### src/rtl/iommu_reg_pkg.sv
// Shared types and helpers for the IOMMU register access front-end.
package iommu_reg_pkg;

  localparam int REG_DW     = 32;
  localparam int REG_SW     = REG_DW / 8;
  localparam int WORD_SHIFT = 2;

  typedef enum logic [1:0] {
    IDLE   = 2'd0,
    ACCESS = 2'd1,
    RESP   = 2'd2
  } state_e;

  function automatic logic [REG_DW-1:0] strb2mask(input logic [REG_SW-1:0] strb);
    logic [REG_DW-1:0] mask;
    for (int b = 0; b < REG_SW; b++) begin
      mask[b*8 +: 8] = {8{strb[b]}};
    end
    return mask;
  endfunction

endpackage

### src/rtl/iommu_reg_decode.sv
// Combinational byte-address to register-slot decoder (one-hot, binary, error).
module iommu_reg_decode
  import iommu_reg_pkg::*;
#(
  parameter int NUM_REGS   = 16,
  parameter int ADDR_WIDTH = 12,
  parameter int IDX_W      = (NUM_REGS > 1) ? $clog2(NUM_REGS) : 1
) (
  input  logic [ADDR_WIDTH-1:0] addr,
  output logic [NUM_REGS-1:0]   onehot,
  output logic [IDX_W-1:0]      idx,
  output logic                  err
);

  logic [ADDR_WIDTH-1:0] word;

  always_comb begin
    word   = addr >> WORD_SHIFT;
    idx    = word[IDX_W-1:0];
    err    = (addr[WORD_SHIFT-1:0] != '0) || (word >= ADDR_WIDTH'(NUM_REGS));
    onehot = err ? '0 : (NUM_REGS'(1) << idx);
  end

endmodule

### src/rtl/iommu_reg_access.sv
// IOMMU register-interface front-end: request decode, SW strobes, merged writes, response.
// Optional write lock via macro IOMMU_REG_ACCESS_LOCK_EN (adds LOCK_MASK and lock_i).
module iommu_reg_access
  import iommu_reg_pkg::*;
#(
  parameter int NUM_REGS   = 16,
  parameter int ADDR_WIDTH = 12,
  parameter int DATA_WIDTH = 32,
  parameter int STRB_WIDTH = DATA_WIDTH / 8
`ifdef IOMMU_REG_ACCESS_LOCK_EN
  , parameter logic [NUM_REGS-1:0] LOCK_MASK = '0
`endif
) (
  input  logic                           clk_i,
  input  logic                           rst_ni,
`ifdef IOMMU_REG_ACCESS_LOCK_EN
  input  logic                           lock_i,
`endif
  input  logic                           req_valid_i,
  output logic                           req_ready_o,
  input  logic                           req_write_i,
  input  logic [ADDR_WIDTH-1:0]          req_addr_i,
  input  logic [DATA_WIDTH-1:0]          req_wdata_i,
  input  logic [STRB_WIDTH-1:0]          req_wstrb_i,
  output logic                           rsp_valid_o,
  input  logic                           rsp_ready_i,
  output logic [DATA_WIDTH-1:0]          rsp_rdata_o,
  output logic                           rsp_error_o,
  output logic [NUM_REGS-1:0]            reg_we_o,
  output logic [DATA_WIDTH-1:0]          reg_wd_o,
  output logic [NUM_REGS-1:0]            reg_re_o,
  input  logic [NUM_REGS*DATA_WIDTH-1:0] reg_qs_i
);

  localparam int IDX_W = (NUM_REGS > 1) ? $clog2(NUM_REGS) : 1;

  state_e state_q, state_d;

  logic                  write_p0;
  logic [ADDR_WIDTH-1:0] addr_p0;
  logic [DATA_WIDTH-1:0] wdata_p0;
  logic [STRB_WIDTH-1:0] wstrb_p0;

  logic [NUM_REGS-1:0]   dec_onehot;
  logic [IDX_W-1:0]      dec_idx;
  logic                  dec_err;
  logic                  lock_err;
  logic [DATA_WIDTH-1:0] qs_sel;
  logic [DATA_WIDTH-1:0] mask;

  logic [NUM_REGS-1:0]   we_d, re_d;
  logic [DATA_WIDTH-1:0] wd_d, rdata_d;
  logic                  err_d;

  assign req_ready_o = (state_q == IDLE);
  assign rsp_valid_o = (state_q == RESP);

  // Stage p0: request capture on handshake
  always_ff @(posedge clk_i) begin
    if (req_valid_i && req_ready_o) begin
      write_p0 <= req_write_i;
      addr_p0  <= req_addr_i;
      wdata_p0 <= req_wdata_i;
      wstrb_p0 <= req_wstrb_i;
    end
  end

  iommu_reg_decode #(
    .NUM_REGS  (NUM_REGS),
    .ADDR_WIDTH(ADDR_WIDTH),
    .IDX_W     (IDX_W)
  ) u_decode (
    .addr  (addr_p0),
    .onehot(dec_onehot),
    .idx   (dec_idx),
    .err   (dec_err)
  );

  assign qs_sel = reg_qs_i[DATA_WIDTH*dec_idx +: DATA_WIDTH];
  assign mask   = strb2mask(wstrb_p0);

`ifdef IOMMU_REG_ACCESS_LOCK_EN
  assign lock_err = write_p0 && !dec_err && lock_i && LOCK_MASK[dec_idx];
`else
  assign lock_err = 1'b0;
`endif

  always_comb begin
    state_d = state_q;
    we_d    = '0;
    re_d    = '0;
    wd_d    = '0;
    rdata_d = '0;
    err_d   = 1'b0;
    case (state_q)
      IDLE:   if (req_valid_i) state_d = ACCESS;
      ACCESS: begin
        state_d = RESP;
        err_d   = dec_err || lock_err;
        if (!err_d) begin
          if (write_p0) begin
            if (wstrb_p0 != '0) begin
              we_d = dec_onehot;
              wd_d = (wdata_p0 & mask) | (qs_sel & ~mask);
            end
          end else begin
            re_d    = dec_onehot;
            rdata_d = qs_sel;
          end
        end
      end
      RESP:   if (rsp_ready_i) state_d = IDLE;
      default: state_d = IDLE;
    endcase
  end

  // Stage p1: registered strobes and held response
  always_ff @(posedge clk_i or negedge rst_ni) begin
    if (!rst_ni) begin
      state_q     <= IDLE;
      reg_we_o    <= '0;
      reg_re_o    <= '0;
      reg_wd_o    <= '0;
      rsp_rdata_o <= '0;
      rsp_error_o <= 1'b0;
    end else begin
      state_q  <= state_d;
      reg_we_o <= we_d;
      reg_re_o <= re_d;
      reg_wd_o <= wd_d;
      if (state_q == ACCESS) begin
        rsp_rdata_o <= rdata_d;
        rsp_error_o <= err_d;
      end
    end
  end

endmodule

### config.mk
export PLATFORM = sky130hd
export DESIGN_NAME = iommu_reg_access
export DESIGN_NICKNAME = d
export VERILOG_FILES = /design/src/rtl/iommu_reg_pkg.sv /design/src/rtl/iommu_reg_decode.sv /design/src/rtl/iommu_reg_access.sv
export SDC_FILE = /design/constraint.sdc
export NUM_CORES = 1
export LEC_CHECK = 0
export CAP_MARGIN = 40
export CORE_AREA = 8 8 252 254
export DETAILED_ROUTE_END_ITERATION = 7
export DIE_AREA = 0 0 260 262
export SLEW_MARGIN = 20
export SYNTH_ARGS = -nofsm -noshare
export SYNTH_HDL_FRONTEND = slang
export SYNTH_SLANG_ARGS = --single-unit
### constraint.sdc
create_clock -name clk_i -period 2.5 [get_ports clk_i]
set_input_delay 0.625 -clock clk_i [delete_from_list [all_inputs] [get_ports clk_i]]
set_output_delay 0.625 -clock clk_i [all_outputs]
set_load 0.01 [all_outputs]
==> summary.md <==
| Metric | Value |
|---|---|
| Outcome | finished, final reports clean |
| Hold Vio Cnt, Final | 0 |
| Yosys warns | 0 |
| Setup Buffers After CTS | 0 |
| Mapped Cells | 641 |
| Power per Cell Area | 536 mW/mm² |
| Leak | 6.48 nW |
| Fillers | 6075 |
| CTS clk-pin slew, worst paths | 0.07 ns |
| Dpl cell area | 0.0168 mm² |
| Final wirelength | 62100 µm |
| Port Buffer Count | 663 |
| Fin area | 0.0174 mm² |
| Initial core utilization | 15.1% |
| Clk sink count | 148 |
| Final setup viols | 0 |
| Core Region | 0.0596 mm² |
| Synth area leader | mux4_2 |
| Layout area overhead | 93.2% |
| Setup WS pre-CTS | 0.0158 ns |
| Number of global-route vias before repair | 9995 |
| Full die area | 0.0681 mm² |
| Initial antenna violation count | 33 |
| Antenna viol nets, final | 0 |
| Global placer's final weighted congestion | 0.909 |
| Post-Syn Area | 0.00901 mm² |
| I/O pin total | 664 |
| Register area share after synthesis | 43.8% |
| Slew HR | 60.2% |
| Critical Path AT | 2.72 ns |
| Die Wd | 260 µm |
| Req. time, crit path | 2.84 ns |
| Starting DRT DRC Count | 676 |
| Fin Clk Skew | 0.0155 ns |
| Register area | 0.00395 mm² |
| Crit Path Class | reg -> reg |
| Top cell by count, worst path | buf_12 |
| Area share of the largest cell type after synthesis | 32.0% |
| Slowest cell delay on critical path | 0.52 ns |
| Hold-fix buffers, CTS | 0 |
| Detailed placer's ending HPWL | 52600 µm |
| Htree depth | 4 |
| Synth Net Count | 1206 |
| Part of the cycle the worst path needs | 95.4% |
| Worst-skew pair later-pin latency | 0.47 ns |
| GRT Total Usage | 17.7% |
| Minimum clock period | 2.39 ns |
| Post-route DRC | 0 |
| Multi-input combinational cell area | 0.00476 mm² |
| Drt pass-1 iters | 5 |
| Min-delay worst type | in -> async |
| Fin. max-slew vios | 0 |
| Reg2reg setup slack | 0.11 ns |
| Vias per std cell | 4.35 |
| WL/cell | 29.5 µm |
| # nets final | 1860 |
| Die Span Y | 262 µm |
| Layout cell share with drive strength beyond 1 | 18.2% |
| Row cnt | 90 |
| CP max FO | 25 |
| FMAX | 419 MHz |
| Peak VDD IR | 0.370 mV |
| Netlist cell types | 31 |
| Worst setup margin | 0.114 ns |
| Crit path capture type | register |
| RSZ-0062 raised after global routing | false |
| Via count | 9161 |
| Bufs on Longest Clock Path | 2 |
| First-pass GRT wire length | 82200 µm |
| CTS tree | yes |
| Inserted Clock Buffers | 17 |
| Actual slew at the worst max-slew pin | 0.589 ns |
| Total grt overflow | 0 |
| Area contributors post-synth | mux4_2, dfrtp_1, edfxtp_1 |
| Largest net degree at the start of global routing | 61 |
| Max Cap Violations | 0 |
| Root Buffer | clkbuf_16 |
| Cell chain of the critical path | buf_12, buf_12, mux4_2, a22oi_1, a21o_1, a21oi_1 |
| Syn_area_per_cell | 14.1 µm² |
| Setup TNS | 0 ns |
| Slowest cell on the critical path | mux4_2 |
| # resized after CTS | 0 |
| Crit start category | register |
| FF+latch count, synth | 148 |
## metal layers
metal	share of wire, %	wire, µm	track usage (%)
met1	39	24200	20.9
met5	0.13	79	0
met3	11	6610	7.42
met2	49	30200	29.3
met4	1.7	1030	4.72
## metrics by stage
| step | power (W) | utilization [%] | cells | hold slack (ns) |
|---|---|---|---|---|
| 2_1_floorplan | 0.00479 | - | 641 | 0.329 |
| 3_3_place_gp | 0.00685 | 28.2 | 2058 | 0.454 |
| 3_5_place_dp | 0.00687 | 28.2 | 2058 | 0.456 |
| 4_1_cts | 0.00956 | 29.1 | 2090 | 0.0564 |
| 5_1_grt | 0.00981 | 29.2 | 2099 | 0.0725 |
| 6_report | 0.00934 | 29.2 | 2107 | 0.0802 |
## sequential cells by signal, summed over array words and instances, names as in the netlist
register	cells
reg_wd_o	32
reg_we_o	16
state_q	2
write_p0	1
wdata_p0	32
addr_p0	12
rsp_rdata_o	32
wstrb_p0	4
reg_re_o	16
rsp_error_o	1
## final timing paths
path                                 start         endpoint  cells past startpoint
min reg2reg                rsp_rdata_o[27]  rsp_rdata_o[27]                      2
min                                 rst_ni      reg_we_o[8]                      1
max reg2reg                     addr_p0[4]     reg_wd_o[31]                      6
min in group clk_i         rsp_rdata_o[27]  rsp_rdata_o[27]                      2
max                             addr_p0[4]     reg_wd_o[31]                      6
max in group asynchronous           rst_ni      reg_wd_o[7]                      2
## placed cells by master, fill, tap and decap left out, types with 2 or more instances in the layout
master / Yosys / final
a22oi_1: 44 / 43
a22o_1: 42 / 42
diode_2: 0 / 17
a21o_1: 22 / 22
clkbuf_1: 38 / 4
nand2_1: 83 / 83
mux4_2: 128 / 128
nand2b_1: 4 / 3
inv_1: 2 / 2
inv_6: 0 / 2
buf_4: 0 / 26
nor2_1: 34 / 33
or2_2: 1 / 2
edfxtp_1: 49 / 49
clkdlybuf4s50_1: 0 / 662
nor2b_4: 0 / 2
clkbuf_16: 0 / 18
clkinv_4: 0 / 2
a21oi_2: 30 / 30
o21bai_1: 10 / 9
o21ai_1: 3 / 3
a21oi_1: 2 / 2
o21ai_0: 8 / 8
clkinvlp_4: 0 / 3
dfrtp_1: 99 / 99
buf_12: 3 / 14
## where the power goes
group          total [W]  switching (W)  leakage [nW]  internal [W]
Clock            0.00259        0.00113         0.270       0.00146
Sequential       0.00282      0.0000877          1.84       0.00273
Combinational    0.00392        0.00185          4.37       0.00207
Total            0.00934        0.00307          6.48       0.00627
## cell usage after synthesis (all sizes together)
library cell / instances
dfrtp: 99
nor2b: 2
o21bai: 10
a21oi: 32
inv: 2
nand2b: 4
buf: 29
or2: 2
and2: 3
a21boi: 1
or3: 1
a21o: 22
or4: 2
mux4: 128
nor2: 34
clkbuf: 38
o41ai: 1
a22oi: 44
o21ai: 11
a22o: 42
nor4: 2
nand2: 83
edfxtp: 49
## logic make-up (layout without fill, tap and decap cells)
logic type	Yosys count	after routing	synth area share, %
buffers and inverters	69	736	3.76
other	0	17	0
and+or+nand+nor	133	133	6.22
AOI/OAI and AO/OA	163	163	14.2
muxes	128	128	32.0
DFF	148	148	43.8
## critical path: cells and delay by family, from the launching register on
kind                   cells  cell delay, ns
flip-flops                 1            0.45
multiplexers               1            0.52
AO/OA/AOI/OAI              3            0.73
buffers and inverters      2            0.52
## final cells by class
type	instances	area share [%]
timing repair buffer	702	40.8
clock inverter	9	0.539
antenna	17	0.244
inverter	2	0.0431
multi-input combinational	424	27.4
clock buffer	23	2.75
tap	782	5.62
sequential	148	22.7
Note: power is estimated with default switching activity, not from simulation.
